===== src/rtl/pov_spi_loader_pkg.sv =====
// Shared fixed-point parameters and reset view constants for the POV display view path.
package pov_spi_loader_pkg;

  localparam int QM_DEF  = 12;
  localparam int QN_DEF  = 12;
  localparam int NUM_VEC = 6;

  // Start view in units of one half: playerX, playerY, facingX, facingY, vplaneX, vplaneY.
  function automatic int start_halves(input int idx);
    case (idx)
      0:       return 3;
      1:       return 3;
      2:       return 0;
      3:       return 2;
      4:       return -1;
      default: return 0;
    endcase
  endfunction

  function automatic longint half_to_fixed(input int halves, input int qn);
    return longint'(halves) * (longint'(1) <<< (qn - 1));
  endfunction

endpackage


===== src/rtl/pov_spi_loader_spi_frame_rx.sv =====
// SPI mode-0 frame receiver: synchronizes the host pins, shifts bits MSB first and
// qualifies each transfer by its exact bit count when ss_n rises.
module spi_frame_rx #(
  parameter int FRAME_W = 144
) (
  input  logic               clk,
  input  logic               reset_n,
  input  logic               sclk,
  input  logic               mosi,
  input  logic               ss_n,
  output logic [FRAME_W-1:0] frame_o,
  output logic               frame_ok_o,
  output logic               frame_bad_o
);

  localparam int CNT_W = $clog2(FRAME_W + 2);
  localparam logic [CNT_W-1:0] CNT_FULL = CNT_W'(FRAME_W);
  localparam logic [CNT_W-1:0] CNT_SAT  = CNT_W'(FRAME_W + 1);

  logic [2:0]         sclk_q, mosi_q, ss_q;
  logic [1:0]         prime_q, prime_d;
  logic               armed_q, armed_d;
  logic [CNT_W-1:0]   cnt_q, cnt_d;
  logic [FRAME_W-1:0] shift_q, shift_d;
  logic               sclk_rise, ss_fall, ss_rise;

  always_ff @(posedge clk or negedge reset_n) begin
    if (!reset_n) begin
      sclk_q  <= 3'b000;
      mosi_q  <= 3'b000;
      ss_q    <= 3'b111;
      prime_q <= 2'd0;
      armed_q <= 1'b0;
      cnt_q   <= '0;
    end else begin
      sclk_q  <= {sclk_q[1:0], sclk};
      mosi_q  <= {mosi_q[1:0], mosi};
      ss_q    <= {ss_q[1:0], ss_n};
      prime_q <= prime_d;
      armed_q <= armed_d;
      cnt_q   <= cnt_d;
    end
  end

  always_ff @(posedge clk) begin
    shift_q <= shift_d;
  end

  always_comb begin
    sclk_rise = sclk_q[1] & ~sclk_q[2];
    ss_fall   = ~ss_q[1] & ss_q[2];
    ss_rise   = ss_q[1] & ~ss_q[2];
    prime_d   = (prime_q == 2'd2) ? prime_q : prime_q + 2'd1;
    // A transfer cut by reset leaves ss_n low; stay deaf until ss_n is seen idle,
    // otherwise the reset value of the synchronizer would fake a falling edge.
    armed_d   = armed_q | ((prime_q == 2'd2) & ss_q[1]);
    cnt_d     = cnt_q;
    shift_d   = shift_q;
    if (armed_q) begin
      if (ss_fall) begin
        cnt_d = '0;
      end else if (sclk_rise && !ss_q[1]) begin
        shift_d = {shift_q[FRAME_W-2:0], mosi_q[1]};
        if (cnt_q != CNT_SAT) cnt_d = cnt_q + 1'b1;
      end
    end
    frame_ok_o  = armed_q & ss_rise & (cnt_q == CNT_FULL);
    frame_bad_o = armed_q & ss_rise & (cnt_q != CNT_FULL);
  end

  assign frame_o = shift_q;

endmodule


===== src/rtl/pov_spi_loader.sv =====
// View-vector loader: frames arrive over SPI into a shadow buffer and are committed
// to the output registers on the next vsync rising edge.
module pov_spi_loader
  import pov_spi_loader_pkg::*;
#(
  parameter int QM = QM_DEF,
  parameter int QN = QN_DEF,
  localparam int W = QM + QN
) (
  input  logic         clk,
  input  logic         reset_n,
  input  logic         vsync,
  input  logic         sclk,
  input  logic         mosi,
  input  logic         ss_n,
  output logic [W-1:0] playerX,
  output logic [W-1:0] playerY,
  output logic [W-1:0] facingX,
  output logic [W-1:0] facingY,
  output logic [W-1:0] vplaneX,
  output logic [W-1:0] vplaneY,
  output logic         pending,
  output logic         committed,
  output logic         frame_err
);

  localparam int FRAME_W = NUM_VEC * W;

  logic [FRAME_W-1:0] frame_bits;
  logic               frame_ok, frame_bad;
  logic [FRAME_W-1:0] shadow_q, shadow_d;
  logic [2:0]         vsync_q;
  logic               pending_q, pending_d;
  logic               committed_q, frame_err_q;
  logic               commit;
  logic [W-1:0]       view_q [NUM_VEC];

  spi_frame_rx #(.FRAME_W(FRAME_W)) u_rx (
    .clk        (clk),
    .reset_n    (reset_n),
    .sclk       (sclk),
    .mosi       (mosi),
    .ss_n       (ss_n),
    .frame_o    (frame_bits),
    .frame_ok_o (frame_ok),
    .frame_bad_o(frame_bad)
  );

  // Commit looks only at the registered pending/shadow, so a frame landing in the
  // same clk as the vsync edge waits for the following edge.
  always_comb begin
    commit    = vsync_q[1] & ~vsync_q[2] & pending_q;
    shadow_d  = frame_ok ? frame_bits : shadow_q;
    pending_d = pending_q;
    if (commit)   pending_d = 1'b0;
    if (frame_ok) pending_d = 1'b1;
  end

  always_ff @(posedge clk or negedge reset_n) begin
    if (!reset_n) begin
      vsync_q     <= 3'b000;
      pending_q   <= 1'b0;
      committed_q <= 1'b0;
      frame_err_q <= 1'b0;
    end else begin
      vsync_q     <= {vsync_q[1:0], vsync};
      pending_q   <= pending_d;
      committed_q <= commit;
      frame_err_q <= frame_bad;
    end
  end

  always_ff @(posedge clk) begin
    shadow_q <= shadow_d;
  end

  generate
    for (genvar gi = 0; gi < NUM_VEC; gi++) begin : g_view
      localparam logic [W-1:0] RST_VAL = W'(half_to_fixed(start_halves(gi), QN));
      always_ff @(posedge clk or negedge reset_n) begin
        if (!reset_n)    view_q[gi] <= RST_VAL;
        else if (commit) view_q[gi] <= shadow_q[(NUM_VEC-gi)*W-1 -: W];
      end
    end
  endgenerate

  assign playerX   = view_q[0];
  assign playerY   = view_q[1];
  assign facingX   = view_q[2];
  assign facingY   = view_q[3];
  assign vplaneX   = view_q[4];
  assign vplaneY   = view_q[5];
  assign pending   = pending_q;
  assign committed = committed_q;
  assign frame_err = frame_err_q;

endmodule


===== config.mk =====
export PLATFORM = sky130hd
export DESIGN_NAME = pov_spi_loader
export DESIGN_NICKNAME = d
export VERILOG_FILES = /design/src/rtl/pov_spi_loader_pkg.sv /design/src/rtl/pov_spi_loader_spi_frame_rx.sv /design/src/rtl/pov_spi_loader.sv
export SDC_FILE = /design/constraint.sdc
export NUM_CORES = 1
export LEC_CHECK = 0
export CAP_MARGIN = 20
export CORE_MARGIN = 1.5
export CORE_UTILIZATION = 45
export DETAILED_ROUTE_END_ITERATION = 16
export PLACE_DENSITY = 0.75
export SLEW_MARGIN = 20
export SYNTH_ARGS = -nofsm -noshare
export SYNTH_HDL_FRONTEND = slang
export SYNTH_SLANG_ARGS = --single-unit

===== constraint.sdc =====
create_clock -name clk -period 23 [get_ports clk]
set_input_delay 4.6 -clock clk [delete_from_list [all_inputs] [get_ports clk]]
set_output_delay 4.6 -clock clk [all_outputs]
set_load 0.05 [all_outputs]

Word-level counts from Yosys, hierarchy flattened. Index checks and enable logic that the tools add are counted. W data, S select, Z words.

Register bits: 457. Input bits: 6. Output and inout port bits: 147. Word-level logic and storage cells: 51.

Add/subtract/negate cells: 2. Eq/ne operators: 4. Multiplexer cells: 5. Bitwise gates (word level): 15. Reduce and logical (&&, ||, !) cells: 7.

Operators with widths (number): $mux W8 (3); $ne A8 B8 Y1 const B (2); $and A1 B1 Y1 (9); $add A8 B1 Y8 const B (1); $eq A8 B8 Y1 const B (1); $reduce_and A3 Y1 (2); $reduce_bool A2 Y1 (3); $not A1 Y1 (5); $add A2 B1 Y2 const B (1); $eq A2 B2 Y1 const B (1); $mux W1 (2); $logic_and A1 B1 Y1 (1); $logic_not A1 Y1 (1); $or A1 B1 Y1 (1).

Longest topological paths before layout. Gate-level depths: netlist of the first run.

Depth in word-level cells: 5. Gate-level depth with buffers: 6. Depth with buffers taken out: 6.

By module. From an unflattened synthesis of the first run, not the netlist that was laid out.

Cell total of the unflattened synthesis: 684. Area, all modules: 15263.4 um^2.

Modules (own cells, without submodules): pov_spi_loader (times used 1, cells each 457, area each 10052.1 um^2, sequential area each 8100.3 um^2); spi_frame_rx (times used 1, cells each 227, area each 5211.2 um^2, sequential area each 4803.4 um^2).

Worst setup path after synthesis of the first run. Ideal clock, no wire load.

Path type: register -> register. Start: register u_rx.cnt_q[5]. End: register shadow_q[0] (enable). Setup time: 0.727 ns. Arrival: 8.810 ns. Required time: 22.273 ns. Slack: 13.462 ns. Stages on the path, launching flop included: 3. Buffers on the path: 0. Clock period less this slack: 9.538 ns. Cell sequence: dfrtp_1 -> or4b_4 -> nor4_2.

Longest elaborated chain between the ends: 2.

RTL lines: start, declared (RTL line pov_spi_loader_spi_frame_rx.sv:23) `logic [CNT_W-1:0] cnt_q, cnt_d;`; start signal, assigned (RTL line pov_spi_loader_spi_frame_rx.sv:41) `cnt_q <= cnt_d;`; $eq A8 B8 Y1 (RTL line pov_spi_loader_spi_frame_rx.sv:67) `frame_ok_o = armed_q & ss_rise & (cnt_q == CNT_FULL);`; $and A1 B1 Y1 (RTL line pov_spi_loader_spi_frame_rx.sv:67); named net frame_ok (RTL line pov_spi_loader.sv:30) `logic frame_ok, frame_bad;`; end signal, assigned (RTL line pov_spi_loader.sv:74) `shadow_q <= shadow_d;`; end, declared (RTL line pov_spi_loader.sv:31) `logic [FRAME_W-1:0] shadow_q, shadow_d;`.

The timed path passes the listed nets, and every way through them passes these cells. A chain may end at the register's enable or synchronous reset.

Worst setup path in the final report of the first run.
Start: register view_q (netlist bit vplaneX[13]). End: output port vplaneX[13].

RTL lines: start, declared (RTL line pov_spi_loader.sv:36) `logic [W-1:0] view_q [NUM_VEC];`; start signal, assigned by index (RTL line pov_spi_loader.sv:82) `else if (commit) view_q[gi] <= shadow_q[(NUM_VEC-gi)*W-1 -: W];`; end, declared (RTL line pov_spi_loader.sv:20) `output logic [W-1:0] vplaneX,`.

No word-level cell between the ends.

==> impl_metrics.tcl, run 1 <==
set metrics [dict create \
    maxCapViolations 0 \
    yosys.area_share.simple 0.0145 \
    status "complete, no violations" \
    place_hpwl_um 14000 \
    vias_per_cell 4.91 \
    antenna_found_initial 1 \
    timing.final.crit_share 0.282 \
    period_minus_slack_ps 6480 \
    cp_slowest_cell "clkdlybuf4s50_1" \
    first_pass_iters 4 \
    synthToLayoutAreaGrowth_pct 23.2 \
    cp.required_ps 18400 \
    drc 0 \
    end_kind "output pin" \
    syn_inst 686 \
    crit_family "buffers and inverters" \
    postSynthRegisterBits 457 \
    setup_viol 0 \
    drt-initial-drc-count 351 \
    cp_slowest_stage_delay_ps 820 \
    slew_headroom 0.272 \
    initial_core_util 0.460 \
    tns_ps 0 \
    synth_top_area_cell "edfxtp_1" \
    vias 6643 \
    clock-sinks 457 \
    tightest_slew_ps 1090 \
    post_cts_buffers 0 \
    synth_xor_area_frac 0.000581 \
    maxSlewViolCount 0 \
    cp_max_fo 2 \
    crit_type "reg2out" \
    rsz0062_at_grt "false" \
    fmax_ghz 0.154 \
    wl_per_cell_um 18.1 \
    multi_input_area_um2 2070 \
    synth_seq_area_share 0.856 \
    netlist_area_um2 15100 \
    die_area_um2 34600 \
    nets 885 \
    final_layout_size_suffix_gt1_frac 0.271 \
    power_density_nw_per_um2 84.9 \
    finalHoldViolations 0 \
    synth_top_family_by_area "multiplexers" \
    finalClockSkew_ps 20.0 \
    syn_nets 696 \
    grt_pass1_wl_um 38700 \
    die_w_um 186 \
    ios 153 \
    ant_nets 0 \
    power_leakage_nw 6.44 \
    htreeDepth 2 \
    arrival_ps 1880 \
    postRouteWirelength_um 24500 \
    timing.critical_path.buf_inv 1 \
    start_kind "flop" \
    cts_buffer_depth 3 \
    layout_commonest_cell "edfxtp_1" \
    cts_hold_buf 0 \
    synthMuxAreaShare 0.108 \
    core_um2 32800 \
    ctsResizeCount 0 \
    seq_area_um2 12900 \
    grtUsageTotal 0.145 \
    gp_congestion 0.779 \
    die_h_um 186 \
    worstSkewPairLatency_ps 530 \
    cts_root_buffer "clkbuf_16" \
    min_path_type "reg2reg" \
    yosys-top-cells-area "edfxtp_1 (57%), dfrtp_1 (25%), mux2_2 (11%)" \
    layout_common_cells "edfxtp_1 (288), clkdlybuf4s50_1 (151), dfrtp_1 (148)" \
    cts.clk_slew.worst_paths_ps 60 \
    grt_max_degree 105 \
    synth_edf_count 288 \
    cts_buffers 45 \
    rows 66 \
    io_buffers 152 \
    crit_path_cell_trace "clkdlybuf4s50_1" \
    fillers 2418 \
    synthAdderAreaFrac 0.00332 \
    irDropWorstVdd_uv 56.7 \
    dpl.cell_count 1269 \
    synth_compound_area_frac 0.00938 \
    synth_top_area_share 0.574 \
    synthArstFlopShare 0.370 \
    fin_cells 1354 \
    tritoncts "built" \
    synth-main-ff-cell "edfxtp_1" \
    synth_warnings 0 \
    grt_overflow 0 \
    grt_pass1_vias 6861 \
    netlist-cell-type-count 38 \
    synth_area_per_cell_um2 22.0 \
]
[state kept, by name, indices dropped and copies added, names as in the netlist, 2 cells and up]
name,cells
facingX,24
facingY,24
playerX,24
playerY,24
shadow_q,144
u_rx.cnt_q,8
u_rx.frame_o,144
u_rx.mosi_q,2
u_rx.prime_q,2
u_rx.sclk_q,3
u_rx.ss_q,3
vplaneX,24
vplaneY,24
vsync_q,3
[path summary, 6_finish.rpt]
check	cells after the start	start	end	slack (ps)
min in group asynchronous	1	reset_n	playerX[5]	3940
min reg2reg	0	vsync_q[0]	vsync_q[1]	350
max reg2reg	4	u_rx.armed_q	u_rx.frame_o[33]	19370
min	0	vsync_q[0]	vsync_q[1]	350
max in group asynchronous	3	reset_n	playerY[16]	17400
max	1	vplaneX[13]	vplaneX[13]	16520
[metal layers]
metal  vias to the layer above  GRT usage  wire length (µm)
li1                       2988          -                 -
met1                      3422      0.205             11000
met2                       199      0.215             11000
met3                        34     0.0530              1990
met4                         0     0.0361               418
met5                         -          0                 0
[cell families after synthesis]
group | after synthesis
AND/OR/NAND/NOR | 37
XOR/XNOR | 1
buffers and inverters | 23
multiplexers | 145
flip-flops | 457
AO/OA/AOI/OAI | 19
adder cells (fa/ha/maj) | 4
[through the flow]
| stage | power (mW) | worst slack [ps] | util | cell area (µm²) | hold slack (ps) |
|---|---|---|---|---|---|
| 2_1_floorplan | 0.898 | 13460 | - | 15100 | 331 |
| 3_3_place_gp | 0.906 | 16650 | 0.522 | 17100 | 336 |
| 3_5_place_dp | 0.907 | 16580 | 0.522 | 17100 | 336 |
| 4_1_cts | 1.60 | 16490 | 0.565 | 18500 | 350 |
| 5_1_grt | 1.63 | 16470 | 0.566 | 18600 | 361 |
| 6_report | 1.58 | 16520 | 0.566 | 18600 | 345 |
[cell type report]
type | instances | area share
Sequential cell | 457 | 0.695
Multi-Input combinational cell | 206 | 0.112
Timing Repair Buffer | 160 | 0.0865
Clock buffer | 71 | 0.0719
Tap cell | 442 | 0.0298
Clock inverter | 12 | 0.00431
Inverter | 5 | 0.00101
Antenna cell | 1 | 0.000135
[cell usage after synthesis (2+ instances only)]
| cell type | number |
|---|---|
| nand2b_1 | 3 |
| a21o_1 | 4 |
| dfstp_2 | 21 |
| buf_4 | 5 |
| buf_2 | 12 |
| a31oi_1 | 3 |
| edfxtp_1 | 288 |
| nand2_1 | 5 |
| nand3_1 | 3 |
| inv_1 | 5 |
| mux2_2 | 144 |
| ha_1 | 4 |
| o21ai_0 | 3 |
| dfrtp_1 | 148 |
| nor2_1 | 9 |
| and3_1 | 2 |
| nor3_1 | 2 |
| nand4_1 | 2 |
| o21ai_2 | 2 |
| nor2b_1 | 2 |
| nand3b_1 | 2 |
[power breakdown]
group,total [mW],switching (mW),internal (mW)
Sequential,0.875,0.00324,0.872
Combinational,0.0154,0.0115,0.00389
Clock,0.686,0.287,0.400
Power figures use the tool's default switching activity.
==> run 2, diff against run 1 <==
==> constraint.sdc (replaced) <==
create_clock -name clk -period 6.75 [get_ports clk]
set_input_delay 1.35 -clock clk [delete_from_list [all_inputs] [get_ports clk]]
set_output_delay 1.35 -clock clk [all_outputs]
set_load 0.05 [all_outputs]
==> impl_metrics.tcl, run 2 (same netlist as run 1, synthesis figures left out) <==
set metrics [dict create \
    cts.clk_slew.worst_paths_ps 60 \
    core_um2 32800 \
    ctsResizeCount 0 \
    layout_commonest_cell "edfxtp_1" \
    ios 153 \
    wl_per_cell_um 18.4 \
    start_kind "flop" \
    clock-sinks 457 \
    irDropWorstVdd_uv 259 \
    cts_hold_buf 0 \
    arrival_ps 1870 \
    gp_congestion 0.740 \
    p_comb_frac 0.009 \
    finalPower_mw 5.76 \
    setup_viol 0 \
    die_h_um 186 \
    cts_root_buffer "clkbuf_16" \
    postRouteWirelength_um 24800 \
    cp_slowest_stage_delay_ps 810 \
    nets 883 \
    final_layout_size_suffix_gt1_frac 0.277 \
    grt_max_degree 146 \
    cp_max_fo 2 \
    cp.required_ps 5400 \
    cts_buffer_depth 3 \
    crit_path_cell_trace "clkdlybuf4s50_1" \
    grt_overflow 0 \
    place_area_um2 17100 \
    fin_cells 1353 \
    fmax_ghz 0.311 \
    vias_per_cell 4.97 \
    ant_nets 0 \
    drc 0 \
    finalHoldViolations 0 \
    cp_slowest_cell "clkdlybuf4s50_1" \
    slew_headroom 0.357 \
    grtUsageTotal 0.146 \
    antenna_found_initial 1 \
    maxCapViolations 0 \
    drt-initial-drc-count 424 \
    crit_type "reg2out" \
    period_minus_slack_ps 3220 \
    seqPwrFrac 0.517 \
    worstSkewPairLatency_ps 540 \
    finalClockSkew_ps 16.6 \
    power_leakage_nw 6.53 \
    p_int_mw 4.70 \
    layout_common_cells "edfxtp_1 (288), clkdlybuf4s50_1 (151), dfrtp_1 (148)" \
    crit_family "buffers and inverters" \
    design_area_um2 18800 \
    place_hpwl_um 13700 \
    io_buffers 152 \
    first_pass_iters 4 \
    end_kind "output pin" \
    pwr-share-clk 0.473 \
    initial_core_util 0.460 \
    tns_ps 0 \
    tritoncts "built" \
    grt_pass1_vias 6950 \
    min_path_type "reg2reg" \
    die_w_um 186 \
    rows 66 \
    tightest_slew_ps 965 \
    r2r_slack_ps 4240 \
    rsz0062_at_grt "false" \
    p_sw_mw 1.06 \
    post_cts_buffers 0 \
    cts_buffers 45 \
    htreeDepth 2 \
    die_area_um2 34600 \
    power_density_nw_per_um2 306 \
    dpl.cell_count 1267 \
    swShare 0.184 \
    synthToLayoutAreaGrowth_pct 24.8 \
    maxSlewViolCount 0 \
    timing.critical_path.buf_inv 1 \
    status "complete, no violations" \
    grt_pass1_wl_um 38800 \
    timing.final.crit_share 0.477 \
    vias 6731 \
]
[run 2: area by class of cell]
| class | instances | area (µm²) |
|---|---|---|
| sequential | 457 | 12900 |
| fill | 2414 | 14000 |
| tap | 442 | 553 |
| clock inverter | 27 | 423 |
| multi-input combinational | 206 | 2070 |
| clock buffer | 57 | 1230 |
| antenna | 1 | 2.50 |
| inverter | 5 | 18.8 |
| timing repair buffer | 158 | 1610 |
[run 2: through the flow]
stage	utilization	worst slack, ps	hold WS [ps]
finish	0.574	3530	353
global route	0.574	3470	368
CTS	0.573	3500	356
detailed placement	0.523	3770	342
global placement	0.523	3800	334
floorplan	-	666	331
[run 2: final timing paths]
| kind | from | to | cells after the start |
|---|---|---|---|
| min in group asynchronous | reset_n | playerX[3] | 1 |
| max reg2reg | u_rx.armed_q | u_rx.frame_o[3] | 4 |
| min reg2reg | vsync_q[0] | vsync_q[1] | 0 |
| max in group asynchronous | reset_n | vplaneY[18] | 2 |
| max | playerY[12] | playerY[12] | 1 |
| min | vsync_q[0] | vsync_q[1] | 0 |
[run 2: power groups by stage]
| stage | logic [mW] | clock network [mW] | registers [mW] |
|---|---|---|---|
| 4_1_cts | 0.0550 | 2.80 | 2.98 |
| 2_1_floorplan | 0.0222 | 0 | 3.03 |
| 3_5_place_dp | 0.0548 | 0 | 3.04 |
| 6_report | 0.0526 | 2.73 | 2.98 |
| 3_3_place_gp | 0.0525 | 0 | 3.04 |
| 5_1_grt | 0.0609 | 2.91 | 2.98 |
[run 2: metal layers]
| layer | wire length (µm) | GRT usage | up-vias | share of wire |
|---|---|---|---|---|
| li1 | - | - | 2987 | - |
| met1 | 11500 | 0.211 | 3504 | 0.46 |
| met2 | 11300 | 0.220 | 199 | 0.45 |
| met3 | 1620 | 0.0385 | 41 | 0.065 |
| met4 | 466 | 0.0429 | 0 | 0.019 |
| met5 | 0 | 0 | - | 0 |
